## src/rtl/vga_timing_ctrl.sv

```systemverilog
// VGA timing generator: frame-aligned start/stop, h/v phase FSMs, registered sync/DE/coords.
// Optional VGA_FRAME_CNT_EN adds frame_cnt_o and underrun_o.
module vga_timing_ctrl #(
    parameter int unsigned H_ACTIVE  = 640,
    parameter int unsigned H_FP      = 16,
    parameter int unsigned H_SYNC    = 96,
    parameter int unsigned H_BP      = 48,
    parameter int unsigned V_ACTIVE  = 480,
    parameter int unsigned V_FP      = 10,
    parameter int unsigned V_SYNC    = 2,
    parameter int unsigned V_BP      = 33,
    parameter bit          HSYNC_POL = 1'b0,
    parameter bit          VSYNC_POL = 1'b0,
    localparam int unsigned H_TOTAL  = H_ACTIVE + H_FP + H_SYNC + H_BP,
    localparam int unsigned V_TOTAL  = V_ACTIVE + V_FP + V_SYNC + V_BP,
    localparam int unsigned XW       = $clog2(H_TOTAL),
    localparam int unsigned YW       = $clog2(V_TOTAL)
) (
    input  logic          clk,
    input  logic          rst_n,
    input  logic          en_i,
    output logic          busy_o,
    output logic          hsync_o,
    output logic          vsync_o,
    output logic          de_o,
    output logic [XW-1:0] x_o,
    output logic [YW-1:0] y_o,
    output logic          line_start_o,
`ifdef VGA_FRAME_CNT_EN
    output logic [15:0]   frame_cnt_o,
    output logic          underrun_o,
`endif
    output logic          frame_start_o
);

    if (H_ACTIVE == 0 || H_FP == 0 || H_SYNC == 0 || H_BP == 0 ||
        V_ACTIVE == 0 || V_FP == 0 || V_SYNC == 0 || V_BP == 0) begin : g_bad_param
        $error("vga_timing_ctrl: all timing parameters must be non-zero");
    end

    localparam logic [XW-1:0] HFpStart   = XW'(H_ACTIVE);
    localparam logic [XW-1:0] HSyncStart = XW'(H_ACTIVE + H_FP);
    localparam logic [XW-1:0] HBpStart   = XW'(H_ACTIVE + H_FP + H_SYNC);
    localparam logic [XW-1:0] XLast      = XW'(H_TOTAL - 1);
    localparam logic [YW-1:0] VFpStart   = YW'(V_ACTIVE);
    localparam logic [YW-1:0] VSyncStart = YW'(V_ACTIVE + V_FP);
    localparam logic [YW-1:0] VBpStart   = YW'(V_ACTIVE + V_FP + V_SYNC);
    localparam logic [YW-1:0] YLast      = YW'(V_TOTAL - 1);

    typedef enum logic [1:0] {StIdle, StRun, StDrain} state_e;
    typedef enum logic [1:0] {PhActive, PhFp, PhSync, PhBp} phase_e;

    state_e          state_q, state_d;
    phase_e          h_ph_q, h_ph_d, v_ph_q, v_ph_d;
    logic [XW-1:0]   x_q, x_d;
    logic [YW-1:0]   y_q, y_d;
    logic            busy_q, busy_d, hsync_q, hsync_d, vsync_q, vsync_d, de_q, de_d;
    logic            ls_q, ls_d, fs_q, fs_d;
    logic            x_wrap, last_px, active_d;

    assign x_wrap  = (x_q == XLast);
    assign last_px = x_wrap && (y_q == YLast);

    always_ff @(posedge clk) begin
        if (!rst_n) begin
            state_q <= StIdle;
            h_ph_q  <= PhActive;
            v_ph_q  <= PhActive;
            x_q     <= '0;
            y_q     <= '0;
            busy_q  <= 1'b0;
            hsync_q <= ~HSYNC_POL;
            vsync_q <= ~VSYNC_POL;
            de_q    <= 1'b0;
            ls_q    <= 1'b0;
            fs_q    <= 1'b0;
        end else begin
            state_q <= state_d;
            h_ph_q  <= h_ph_d;
            v_ph_q  <= v_ph_d;
            x_q     <= x_d;
            y_q     <= y_d;
            busy_q  <= busy_d;
            hsync_q <= hsync_d;
            vsync_q <= vsync_d;
            de_q    <= de_d;
            ls_q    <= ls_d;
            fs_q    <= fs_d;
        end
    end

    // Stop requests only take effect at the end of the current frame.
    always_comb begin
        state_d = state_q;
        unique case (state_q)
            StIdle:  if (en_i) state_d = StRun;
            StRun:   if (!en_i) state_d = last_px ? StIdle : StDrain;
            StDrain: begin
                if (en_i)         state_d = StRun;
                else if (last_px) state_d = StIdle;
            end
            default: state_d = StIdle;
        endcase
    end

    // Counters and phases are computed for the pixel shown next cycle, so all outputs align.
    always_comb begin
        x_d = '0;
        y_d = '0;
        if (state_q != StIdle && state_d != StIdle) begin
            x_d = x_wrap ? '0 : x_q + 1'b1;
            y_d = y_q;
            if (x_wrap) y_d = (y_q == YLast) ? '0 : y_q + 1'b1;
        end

        h_ph_d = h_ph_q;
        if (x_d == '0)              h_ph_d = PhActive;
        else if (x_d == HFpStart)   h_ph_d = PhFp;
        else if (x_d == HSyncStart) h_ph_d = PhSync;
        else if (x_d == HBpStart)   h_ph_d = PhBp;

        v_ph_d = v_ph_q;
        if (x_d == '0) begin
            if (y_d == '0)              v_ph_d = PhActive;
            else if (y_d == VFpStart)   v_ph_d = PhFp;
            else if (y_d == VSyncStart) v_ph_d = PhSync;
            else if (y_d == VBpStart)   v_ph_d = PhBp;
        end
    end

    always_comb begin
        active_d = (state_d != StIdle);
        busy_d   = active_d;
        de_d     = active_d && (h_ph_d == PhActive) && (v_ph_d == PhActive);
        hsync_d  = (active_d && h_ph_d == PhSync) ? HSYNC_POL : ~HSYNC_POL;
        vsync_d  = (active_d && v_ph_d == PhSync) ? VSYNC_POL : ~VSYNC_POL;
        ls_d     = active_d && (x_d == '0);
        fs_d     = ls_d && (y_d == '0);
    end

    assign busy_o        = busy_q;
    assign hsync_o       = hsync_q;
    assign vsync_o       = vsync_q;
    assign de_o          = de_q;
    assign x_o           = x_q;
    assign y_o           = y_q;
    assign line_start_o  = ls_q;
    assign frame_start_o = fs_q;

`ifdef VGA_FRAME_CNT_EN
    logic [15:0] frame_cnt_q, frame_cnt_d;
    logic        underrun_q, underrun_d;

    always_ff @(posedge clk) begin
        if (!rst_n) begin
            frame_cnt_q <= '0;
            underrun_q  <= 1'b0;
        end else begin
            frame_cnt_q <= frame_cnt_d;
            underrun_q  <= underrun_d;
        end
    end

    // The frame that leaves IDLE is not counted; only frames that follow a running one.
    always_comb begin
        frame_cnt_d = frame_cnt_q;
        if (fs_d && state_q != StIdle) frame_cnt_d = frame_cnt_q + 16'd1;
        underrun_d = (state_q == StRun) && !en_i && (y_q < VFpStart);
    end

    assign frame_cnt_o = frame_cnt_q;
    assign underrun_o  = underrun_q;
`endif

endmodule

```

## config.mk

```make
export PLATFORM = sky130hd
export DESIGN_NAME = vga_timing_ctrl
export DESIGN_NICKNAME = d
export VERILOG_FILES = /design/src/rtl/vga_timing_ctrl.sv
export SDC_FILE = /design/constraint.sdc
export NUM_CORES = 1
export LEC_CHECK = 0
export CAP_MARGIN = 20
export CORE_MARGIN = 5
export CORE_UTILIZATION = 58
export DETAILED_ROUTE_END_ITERATION = 6
export PLACE_DENSITY = 0.84
export SLEW_MARGIN = 20
export SYNTH_ARGS = -nofsm -noshare
export SYNTH_HDL_FRONTEND = slang
export SYNTH_SLANG_ARGS = --single-unit
```

## constraint.sdc

```tcl
create_clock -name clk -period 7.8 [get_ports clk]
set_input_delay 0.78 -clock clk [delete_from_list [all_inputs] [get_ports clk]]
set_output_delay 0.78 -clock clk [all_outputs]
set_load 0.01 [all_outputs]
```

=== Word-level counts from Yosys, hierarchy flattened ===
Index checks and enable logic that the tools add are counted.

* Register bits after elaboration: 32
* Output and inout port bits: 26

* Add/sub/neg operators: 2
* Eq/ne operators: 12
* Multiplexer cells: 22
* Reduce and logical (&&, ||, !) cells: 15

{| class="wikitable"
|+ Operator list
! operator !! count
|-
| == test 10 bit, second input constant || 5
|-
| two-way mux 10 bit || 5
|-
| == test 10 x 9 -> 1 bit, second input constant || 3
|-
| two-way mux 2 bit || 14
|-
| adder 10 x 1 -> 10 bit, second input constant || 2
|-
| logical NOT 10 bit || 2
|-
| logical AND 1 bit || 8
|-
| == test 2 bit, second input constant || 3
|-
| logical NOT 2 bit || 3
|-
| case mux 2 bit (3 select lines) || 1
|-
| nonzero test 2 bit || 2
|-
| == test 2 x 1 -> 1 bit, second input constant || 1
|-
| two-way mux 1 bit || 2
|}

=== Longest topological paths before layout ===
Gate-level depths: netlist (run 1).

* Depth after elaboration: 17
* Mapped depth: 11
* Depth with buffers taken out: 10

=== Worst setup path before layout (run 1) ===
Ideal clock, no wire load.

* Path kind: reg-to-reg
* Start point: register y_q[0], in the netlist y_o[0]
* End point: register de_q, in the netlist de_o
* Library setup time: 0.117 ns
* Arrival time: 3.005 ns
* Required time: 7.683 ns
* Path slack: 4.678 ns
* Stages on the path, launching flop included: 12
* Path buffers: 1
* Clock period less this slack: 3.122 ns
* Cell sequence: dfxtp_1 -> clkbuf_1 -> inv_1 -> ha_1 -> nor4bb_1 -> and4_1 -> a21oi_2 -> o2111ai_1 -> or4_4 -> or4_1 -> o211ai_2 -> and4b_1

* Longest elaborated chain between the ends: 16

{| class="wikitable"
|+ RTL lines
! item !! line !! RTL
|-
| start: declaration || 56 || <nowiki>logic [YW-1:0] y_q, y_d;</nowiki>
|-
| start signal: assignment || 82 || <nowiki>y_q <= y_d;</nowiki>
|-
| == test 10 bit || 62, 113 ||
|-
| logical AND 1 bit || 62 || <nowiki>assign last_px = x_wrap && (y_q == YLast);</nowiki>
|-
| two-way mux 2 bit, on equally long branches || 100, 97 ||
|-
| two-way mux 2 bit, on equally long branches || 99, 97 ||
|-
| case mux 2 bit (3 select lines) || 95 || <nowiki>unique case (state_q)</nowiki>
|-
| nonzero test 2 bit || 110, 132 ||
|-
| logical AND 1 bit || 110 || <nowiki>if (state_q != StIdle && state_d != StIdle) begin</nowiki>
|-
| two-way mux 10 bit || 110 ||
|-
| == test 10 x 9 -> 1 bit or == test 10 bit (tied branches) || 127, 120 ||
|-
| two-way mux 2 bit, on equally long branches || 127, 120 ||
|-
| two-way mux 2 bit, on equally long branches || 126, 119 ||
|-
| two-way mux 2 bit, on equally long branches || 125, 118 ||
|-
| two-way mux 2 bit, on equally long branches || 124, 117 ||
|-
| two-way mux 2 bit or logical NOT 2 bit (tied branches) || 123, 134 ||
|-
| logical NOT 2 bit or logical AND 1 bit (tied branches) || 134 || <nowiki>de_d = active_d && (h_ph_d == PhActive) && (v_ph_d == PhActive);</nowiki>
|-
| logical AND 1 bit * || 134 ||
|-
| end signal: assignment || 74 || <nowiki>de_q <= 1'b0;</nowiki>
|-
| end signal: assignment || 86 || <nowiki>de_q <= de_d;</nowiki>
|-
| end: declaration || 57 || <nowiki>logic busy_q, busy_d, hsync_q, hsync_d, vsync_q, vsync_d, de_q, de_d;</nowiki>
|}

Every way passes the cells marked *; elsewhere a longest branch is shown, timed or not.
A chain may end at the register's enable or synchronous reset.

=== Final worst setup path (run 1) ===
* Start point: register x_q[4], in the netlist x_o[4]
* End point: register de_q, in the netlist de_o

* Longest elaborated chain between the ends: 16

{| class="wikitable"
|+ RTL lines
! item !! line !! RTL
|-
| start: declaration || 55 || <nowiki>logic [XW-1:0] x_q, x_d;</nowiki>
|-
| start signal: assignment || 69 || <nowiki>x_q <= '0;</nowiki>
|-
| start signal: assignment || 81 || <nowiki>x_q <= x_d;</nowiki>
|-
| == test 10 bit || 61 || <nowiki>assign x_wrap = (x_q == XLast);</nowiki>
|-
| logical AND 1 bit || 62 ||
|-
| two-way mux 2 bit, on equally long branches || 100, 97 ||
|-
| two-way mux 2 bit, on equally long branches || 99, 97 ||
|-
| case mux 2 bit (3 select lines) || 95 ||
|-
| nonzero test 2 bit || 110, 132 ||
|-
| logical AND 1 bit || 110 ||
|-
| two-way mux 10 bit || 110 ||
|-
| == test 10 x 9 -> 1 bit or == test 10 bit (tied branches) || 127, 120 ||
|-
| two-way mux 2 bit, on equally long branches || 127, 120 ||
|-
| two-way mux 2 bit, on equally long branches || 126, 119 ||
|-
| two-way mux 2 bit, on equally long branches || 125, 118 ||
|-
| two-way mux 2 bit, on equally long branches || 124, 117 ||
|-
| two-way mux 2 bit or logical NOT 2 bit (tied branches) || 123, 134 ||
|-
| logical NOT 2 bit or logical AND 1 bit (tied branches) || 134 ||
|-
| logical AND 1 bit * || 134 ||
|}

Marked as above.

==> qor.yml, run 1 <==
outcome:
  status: "complete, no violations"
synth:
  netlist_instances: 240
  synth_top_area_share_pct: 31.8
  ys.flop_type: "dfxtp_1"
  ys_seq_elements: 32
  synthesis.nets: 246
  synth.avg_cell_area_um2: 8.39
  ys.warnings.count: 0
  synth_cell_types: 62
  synth-edff-count: 0
  yosys-top-cells-count: "32 x dfxtp_1, 16 x nor2_1, 15 x nand2_1"
  synth.most_common_cell: "dfxtp_1"
  synthesis.area_um2: 2010
  ys_seq_area_share_pct: 31.8
  ys_async_sr_fraction_pct: 0
  yosysTopAreaCell: "dfxtp_1"
  synth_area_leaders: "dfxtp_1 32%, xnor2_1 3.9%, nand3_1 3.2%, nor2_1 3.0%, nand2_1 2.8%"
placement:
  io_buffers: 28
  dp_slack_ns: 4.47
  dp_hpwl_um: 3560
  gp_congestion: 0.908
die:
  die_area_um2: 4750
  num_rows: 21
  die_y_um: 68.9
  core_area_um2: 3340
  initial_core_util_pct: 60.4
  ios: 29
  fp.dieW_um: 68.9
timing:
  period_share_pct: 43.1
  fin_ws_ns: 4.44
  fmax_mhz: 298
  finalCriticalPeriod_ns: 3.36
  setup_viol: 0
  fin_tns_setup_ns: 0
  fin_worst_skew_ns: 0.0151
  slew_violations: 0
  worstMarginPinSlew_ns: 0.580
  max_slew_margin_pct: 61.1
  finalHoldViolations: 0
  rsz0062_at_grt: "no"
setup_path:
  r2r_start: "x_o[4]$_SDFF_PN0_"
  start_kind: "flop"
  cp_max_fo: 11
  slowest_stage: "or4_1"
  cp_data_arrival_time_ns: 3.61
  startpoint: "x_o[4]$_SDFF_PN0_"
  path_cells: "or3b_1, nor4_1, mux2i_1, o2111ai_1, or4_4, or4_1, o211ai_2, and4b_1"
  reg2reg_slack_ns: 4.44
  slowest_delay_ns: 0.57
  crit_path_end_kind: "flop"
  r2r-end: "de_o$_SDFF_PN0_"
  r2r_cells: 8
  critPathKind: "flop to flop"
  cp.required_ns: 8.05
pwr:
  p_seq_share_pct: 50.6
  power_frac_comb_pct: 5.7
  ir_drop_mv: 0.162
  swShare_pct: 21.8
  p_per_area_nw_per_um2: 140
  intPower_uw: 259
  power.share.clock_pct: 43.7
  netSwitchingPower_uw: 72.5
  leakagePower_uw: 0.000820
cts:
  cts_tree: "yes"
  cts-root-buf: "clkbuf_4"
  clock_sinks: 32
  htreeDepth: 2
  cts_resized: 0
  clk_latency_ns: 0.34
  postCtsSetupBuffers: 0
  cts_inserted_buffers: 5
  clk_pin_slew_worst_paths_ns: 0.11
  postCtsHoldBufs: 0
  cts_max_path_buffers: 2
flow_run:
  drv_cap: 0
grt:
  grt_antenna_before_repair: 0
  grt_pass1_vias: 1762
  grt_usage_pct: 22.8
  grt_overflow: 0
  grt_max_degree: 19
  grt_pass1_wl_um: 8160
route:
  drc_errors: 0
  drt-total-wl_um: 4880
  vias: 1979
  drtIter0Drc: 238
  viasPerCell: 6.43
  dr.pass1.iters: 4
  post_drt_wl_per_cell_um: 15.8
  ant_nets: 0
cells_and_area:
  fin_nets: 267
  diodes: 0
  area_growth_pct: 17.6
  drive_above_1_share_pct: 7.63
min_path:
  hp-class: "flop to flop"
  holdPathStages: 1
  min-delay-start: "state_q[0]$_SDFF_PN0_"
  whs_endpoint: "state_q[0]$_SDFF_PN0_"
power groups by stage:
| stage | Combinational [uW] | Clock [uW] | Sequential, uW |
|---|---|---|---|
| 6_report | 19.1 | 145 | 168 |
| 3_3_place_gp | 18.7 | 0 | 171 |
| 3_5_place_dp | 18.7 | 0 | 171 |
| 4_1_cts | 18.9 | 148 | 168 |
| 5_1_grt | 20.8 | 154 | 168 |
| 2_1_floorplan | 9.47 | 0 | 172 |
sequential cells by signal (all words and copies together), names as in the netlist:
| register | flops |
|---|---|
| hsync_o | 1 |
| line_start_o | 1 |
| x_o | 10 |
| h_ph_q | 2 |
| state_q | 2 |
| busy_o | 1 |
| frame_start_o | 1 |
| y_o | 10 |
| v_ph_q | 2 |
| vsync_o | 1 |
| de_o | 1 |
critical path, delay by kind of cell (launching register included):
kind	cells	cell delay, ns
AO/OA/AOI/OAI	2	0.32
AND/OR/NAND/NOR	5	2.16
multiplexers	1	0.26
flip-flops	1	0.54
layer usage:
metal  vias up  wire [um]  track usage (%)  share of wire [%]
met2       103       2180             33.3                 45
met1       907       2180             32.5                 45
met4         0         68             8.03                1.4
li1        962          -                -                  -
met5         -          0                0                  0
met3         7        449             5.51                9.2
cell usage in the layout, fill, tap and decap left out, types with 6 or more instances in the layout:
| cell | count |
|---|---|
| nand3_1 | 13 |
| nor3_1 | 7 |
| a21oi_1 | 11 |
| nand4_1 | 8 |
| nand2_1 | 15 |
| or3_1 | 6 |
| nor4_1 | 7 |
| o21ai_0 | 10 |
| clkdlybuf4s50_1 | 28 |
| dfxtp_1 | 32 |
| xnor2_1 | 9 |
| nor2_1 | 16 |
layout make-up:
class	count	area, um2
multi-input combinational	190	1280
fill	276	967
sequential	32	641
timing repair buffer	28	280
clock buffer	7	65.1
tap	46	57.6
clock inverter	1	30.0
inverter	4	15.0
how the worst max path moves through the flow:
stage,to,slack [ns],cells past startpoint
after floorplan,de_o$_SDFF_PN0_,4.68,11
after global placement,de_o$_SDFF_PN0_,4.54,9
after detailed placement,de_o$_SDFF_PN0_,4.47,9
after CTS,de_o$_SDFF_PN0_,4.47,8
after global routing,de_o$_SDFF_PN0_,4.16,9
final,de_o$_SDFF_PN0_,4.44,8
kinds of logic after synthesis:
family                     after synthesis  synth area share (%)
adders and majority gates                3                  1.86
buffers and inverters                   18                  4.60
and+or+nand+nor                        111                  32.9
DFF                                     32                  31.8
muxes                                    2                  1.06
xor gates and xnor gates                12                  5.22
AOI/OAI and AO/OA                       62                  22.6
metrics by stage:
stage	hold WS (ns)	power (uW)	area, um2	instances	utilization (%)
floorplan	0.477	182	2010	240	-
global placement	0.495	190	2270	300	68.2
detailed placement	0.499	190	2270	300	68.2
CTS	0.513	335	2370	308	71.0
global route	0.534	343	2370	308	71.0
finish	0.513	332	2370	308	71.0
Note: power is estimated with default switching activity, not from simulation.
==> run 2, diff against run 1 <==
--- a/config.mk
+++ b/config.mk
@@ -7,9 +7,9 @@
 export LEC_CHECK = 0
 export CAP_MARGIN = 20
 export CORE_MARGIN = 5
-export CORE_UTILIZATION = 58
+export CORE_UTILIZATION = 49
 export DETAILED_ROUTE_END_ITERATION = 6
-export PLACE_DENSITY = 0.84
+export PLACE_DENSITY = 0.76
 export SLEW_MARGIN = 20
 export SYNTH_ARGS = -nofsm -noshare
 export SYNTH_HDL_FRONTEND = slang
==> constraint.sdc (replaced) <==
create_clock -name clk -period 2.92 [get_ports clk]
set_input_delay 0.292 -clock clk [delete_from_list [all_inputs] [get_ports clk]]
set_output_delay 0.292 -clock clk [all_outputs]
set_load 0.01 [all_outputs]
==> run 2 against run 1 <==
Via count up 2.3%; clock skew fell by 0.0086 ns; clock-buffer cell count fell by 2; combinational power grew to 3.2 times the previous value; total power rose to 2.8 times the previous value; sequential share of layout area is 2.3 points lower; cell count increased by 10%; critical endpoint unchanged; largest cell class unchanged; highest routed layer unchanged.
==> qor.yml, run 2 (synthesized netlist as in run 1, its figures left out) <==
cells_and_area:
  fillers: 354
  drive_above_1_share_pct: 20.0
  fin_nets: 295
  area_growth_pct: 30.9
  diodes: 0
  final_cell_mix: "28 x clkdlybuf4s50_1, 28 x buf_4, 27 x dfxtp_1"
placement:
  dp_hpwl_um: 4170
  gp_congestion: 0.944
  io_buffers: 28
pwr:
  power_uw: 939
  leakagePower_uw: 0.000989
  p_per_area_nw_per_um2: 356
  ir_drop_mv: 0.394
setup_path:
  slowest_stage: "or4_4"
  reg2reg_slack_ns: 0.03
  cp_max_fo: 7
  critPathMostFrequentCell: "or4_4"
  cp_data_arrival_time_ns: 3.08
  critPathKind: "flop to flop"
  r2r_start: "y_o[0]$_SDFF_PN0_"
  cp.required_ns: 3.11
  r2r_cells: 10
  slowest_delay_ns: 0.56
  start_kind: "flop"
  critPathBufInv: 1
  crit_path_end_kind: "flop"
  path_delay_family: "simple AND/OR/NAND/NOR gates"
  r2r-end: "de_o$_SDFF_PN0_"
  path_cells: "inv_1, ha_1, nor4bb_1, and4_2, a21oi_2, o2111ai_1, or4_4, or4_4, o211ai_2, and4b_1"
timing:
  setup_viol: 0
  fin_worst_skew_ns: 0.00657
  rsz0062_at_grt: "yes"
  finalCriticalPeriod_ns: 2.89
  fin_tns_setup_ns: 0
  finalHoldViolations: 0
  slew_violations: 0
  worstMarginPinSlew_ns: 0.537
  period_share_pct: 99.1
  timing.hold.ws_ns: 0.516
  max_slew_margin_pct: 63.8
  fmax_mhz: 346
min_path:
  min-delay-start: "state_q[0]$_SDFF_PN0_"
  holdPathStages: 1
  whs_endpoint: "state_q[0]$_SDFF_PN0_"
  hp-class: "flop to flop"
grt:
  grt_overflow: 0
  grt_usage_pct: 21.9
  grt_pass1_vias: 1933
  grt_antenna_before_repair: 0
  grt_max_degree: 15
  grt_pass1_wl_um: 9230
route:
  drtIter0Drc: 161
  drt-total-wl_um: 5470
  post_drt_wl_per_cell_um: 16.1
  vias: 2024
  ant_nets: 0
  viasPerCell: 5.95
  dr.pass1.iters: 4
  drc_errors: 0
cts:
  htreeDepth: 2
  postCtsHoldBufs: 0
  cts_max_path_buffers: 2
  cts_inserted_buffers: 5
  clk_latency_ns: 0.30
  cts-root-buf: "clkbuf_8"
  clk_pin_slew_worst_paths_ns: 0.07
  cts_tree: "yes"
  clock_sinks: 32
die:
  core_area_um2: 4000
  die_y_um: 74.1
  ios: 29
  initial_core_util_pct: 50.4
  fp.dieW_um: 74.1
  die_area_um2: 5490
  num_rows: 23
outcome:
  status: "complete, no violations"
flow_run:
  drv_cap: 0
-- run 2: cell types whose count changed in the layout (fill, tap and decap cells not counted), sizes merged --
| cell | delta |
|---|---|
| buf | +28 |
| clkbuf | -2 |
| clkinv | +1 |
| clkinvlp | +1 |
-- run 2: report_power, final --
part           switching, uW  internal (uW)
Sequential              2.95            442
Clock                    180            252
Combinational           33.1           28.4
Total                    216            722
-- run 2: worst max path at each step --
stage / slack [ns] / from / end / cells past startpoint
global placement: 0.07 / y_o[0]$_SDFF_PN0_ / de_o$_SDFF_PN0_ / 9
floorplan: 0.02 / x_o[0]$_SDFF_PN0_ / de_o$_SDFF_PN0_ / 10
CTS: 0.005 / x_o[5]$_SDFF_PN0_ / de_o$_SDFF_PN0_ / 8
detailed placement: 0.02 / y_o[0]$_SDFF_PN0_ / de_o$_SDFF_PN0_ / 9
finish: 0.03 / y_o[0]$_SDFF_PN0_ / de_o$_SDFF_PN0_ / 10
global route: -0.10 / y_o[0]$_SDFF_PN0_ / vsync_o$_SDFF_PN1_ / 9
-- run 2: layout make-up --
| cell class | count | area [um2] | share of cell area [%] |
|---|---|---|---|
| Tap cell | 50 | 62.6 | 2.37 |
| Clock inverter | 3 | 42.5 | 1.61 |
| Multi-Input combinational cell | 190 | 1310 | 49.5 |
| Inverter | 4 | 15.0 | 0.569 |
| Timing Repair Buffer | 56 | 490 | 18.6 |
| Sequential cell | 32 | 652 | 24.7 |
| Clock buffer | 5 | 68.8 | 2.61 |
-- run 2: stage by stage --
step | util, % | instance area, um2 | setup slack, ns | cells
floorplan | - | 2050 | 0.0151 | 240
global route | 65.9 | 2640 | -0.103 | 340
finish | 65.9 | 2640 | 0.0261 | 340
global placement | 62.6 | 2500 | 0.0688 | 331
detailed placement | 62.6 | 2500 | 0.0221 | 331
CTS | 65.7 | 2630 | 0.00517 | 340
-- run 2: per-layer routing --
| layer | wire, um | GRT usage, % | up-vias |
|---|---|---|---|
| met5 | 0 | 0 | - |
| met4 | 102 | 8.25 | 0 |
| met3 | 295 | 5.00 | 9 |
| met2 | 2590 | 35.6 | 60 |
| met1 | 2480 | 28.2 | 944 |
| li1 | - | - | 1011 |
-- run 2: repair_timing --
| item | 4_1_cts | 5_1_grt |
|---|---|---|
| pin swaps | 1 | 1 |
| setup endpoints to repair | 1 | 2 |
| gates resized for setup | 3 | 4 |
| setup buffers | 1 | 0 |
-- run 2: worst register-to-register path, stage by stage (launching register included) --
cell       delay [ns]
dfxtp_4          0.38
inv_1            0.09
ha_1             0.20
nor4bb_1         0.15
and4_2           0.28
a21oi_2          0.15
o2111ai_1        0.13
or4_4            0.46
or4_4            0.56
o211ai_2         0.18
and4b_1          0.22
==> run 3, diff against run 2 <==
--- a/config.mk
+++ b/config.mk
@@ -7,9 +7,9 @@
 export LEC_CHECK = 0
 export CAP_MARGIN = 20
 export CORE_MARGIN = 5
-export CORE_UTILIZATION = 49
+export CORE_UTILIZATION = 58
 export DETAILED_ROUTE_END_ITERATION = 6
-export PLACE_DENSITY = 0.76
+export PLACE_DENSITY = 0.84
 export SLEW_MARGIN = 20
 export SYNTH_ARGS = -nofsm -noshare
 export SYNTH_HDL_FRONTEND = slang
==> constraint.sdc (replaced) <==
create_clock -name clk -period 3.7 [get_ports clk]
set_input_delay 0.37 -clock clk [delete_from_list [all_inputs] [get_ports clk]]
set_output_delay 0.37 -clock clk [all_outputs]
set_load 0.01 [all_outputs]
==> run 3 against run 2 <==
Design area shrank 10%; cell count down 9.1%; utilization increased by 4.9 points; routed wire length down 11%; critical path depth fell by 1; highest routed layer unchanged; setup slack better by 0.31 ns.
==> qor.yml, run 3 (synthesized netlist as in run 1, its figures left out) <==
cells_and_area:
  final_cell_mix: "32 x dfxtp_1, 28 x clkdlybuf4s50_1, 16 x nor2_1"
  fillers: 293
  drive_above_1_share_pct: 7.98
  fin_nets: 268
  diodes: 0
  area_growth_pct: 17.3
  final_util_pct: 70.8
  final_common_cell: "dfxtp_1"
cts:
  clock_sinks: 32
  htreeDepth: 2
  clk_latency_ns: 0.36
  cts_resized: 0
  postCtsHoldBufs: 0
  cts_inserted_buffers: 5
  cts_max_path_buffers: 2
  cts-root-buf: "clkbuf_4"
  postCtsSetupBuffers: 0
  cts_tree: "yes"
  clk_pin_slew_worst_paths_ns: 0.11
setup_path:
  crit_path_end_kind: "flop"
  critPathKind: "flop to flop"
  cp_max_fo: 10
  cp_data_arrival_time_ns: 3.62
  start_kind: "flop"
  cp.required_ns: 3.96
  r2r_start: "x_o[1]$_SDFF_PN0_"
  startpoint: "x_o[1]$_SDFF_PN0_"
route:
  viasPerCell: 6.26
  ant_nets: 0
  drtIter0Drc: 218
  post_drt_wl_per_cell_um: 15.7
  vias: 1934
  drc_errors: 0
  dr.pass1.iters: 4
  drt-total-wl_um: 4840
die:
  core_area_um2: 3340
  die_y_um: 68.9
  fp.dieW_um: 68.9
  initial_core_util_pct: 60.4
  ios: 29
  die_area_um2: 4750
  num_rows: 21
grt:
  grt_pass1_vias: 1747
  grt_max_degree: 19
  grt_antenna_before_repair: 0
  grt_overflow: 0
  grt_usage_pct: 23.3
  grt_pass1_wl_um: 8280
timing:
  setup_viol: 0
  period_share_pct: 90.9
  fmax_mhz: 297
  worstMarginPinSlew_ns: 0.557
  fin_tns_setup_ns: 0
  slew_violations: 0
  max_slew_margin_pct: 62.6
  finalCriticalPeriod_ns: 3.36
  rsz0062_at_grt: "no"
  finalHoldViolations: 0
  fin_worst_skew_ns: 0.0114
min_path:
  hp-class: "flop to flop"
  min-delay-start: "state_q[0]$_SDFF_PN0_"
pwr:
  p_per_area_nw_per_um2: 283
  ir_drop_mv: 0.202
  leakagePower_uw: 0.000816
flow_run:
  drv_cap: 0
placement:
  io_buffers: 28
  gp_congestion: 0.870
  dp_hpwl_um: 3470
outcome:
  status: "complete, no violations"
-- run 3: cell count changes in the layout (fill, tap and decap cells not counted), moves of 2 or more --
cell / delta
buf_4: -27
dfxtp_2: -3
dfxtp_4: -2
clkbuf_4: +5
dfxtp_1: +5
clkbuf_8: -5
-- run 3: report_power, final --
group | leakage, uW | switching [uW] | total [uW] | internal, uW
Combinational | 0.000515 | 21.9 | 39.4 | 17.5
Clock | 0.0000412 | 136 | 276 | 141
Sequential | 0.000259 | 3.61 | 353 | 350
Total | 0.000816 | 161 | 669 | 508
-- run 3: worst max-delay path, stage by stage, from the launching register on --
cell	delay, ns
dfxtp_1	0.48
ha_1	0.43
nand4_1	0.14
nor4_1	0.43
mux2i_1	0.24
o2111ai_1	0.12
or4_4	0.46
or4_1	0.56
o211ai_2	0.19
and4b_1	0.22
-- run 3: through the flow --
stage | cell area [um2] | instances | setup WS (ns) | hold WS [ns] | power, uW
floorplan | 2010 | 240 | 0.578 | 0.449 | 383
global placement | 2280 | 301 | 0.457 | 0.492 | 401
detailed placement | 2280 | 301 | 0.395 | 0.498 | 401
CTS | 2360 | 309 | 0.354 | 0.513 | 673
global route | 2360 | 309 | 0.112 | 0.531 | 699
finish | 2360 | 309 | 0.335 | 0.512 | 669
-- run 3: final timing paths --
| kind | endpoint | cells past startpoint | slack, ns |
|---|---|---|---|
| setup reg to reg | de_o$_SDFF_PN0_ | 9 | 0.34 |
| hold reg to reg | state_q[0]$_SDFF_PN0_ | 1 | 0.51 |
| hold / removal | state_q[0]$_SDFF_PN0_ | 1 | 0.51 |
| setup / recovery | de_o$_SDFF_PN0_ | 9 | 0.34 |
-- run 3: routing by layer --
layer / share of wire, % / track usage, % / vias up
met5: 0 / 0 / -
met4: 1.3 / 8.76 / 0
li1: - / - / 959
met2: 43 / 32.7 / 69
met3: 7.8 / 7.62 / 8
met1: 48 / 32.6 / 898
-- run 3: final cells by class --
type | count | area [um2] | area share [%]
clock buffer | 5 | 37.5 | 1.59
sequential | 32 | 641 | 27.1
inverter | 4 | 15.0 | 0.636
timing repair buffer | 29 | 288 | 12.2
multi-input combinational | 190 | 1280 | 54.2
tap | 46 | 57.6 | 2.44
clock inverter | 3 | 42.5 | 1.80
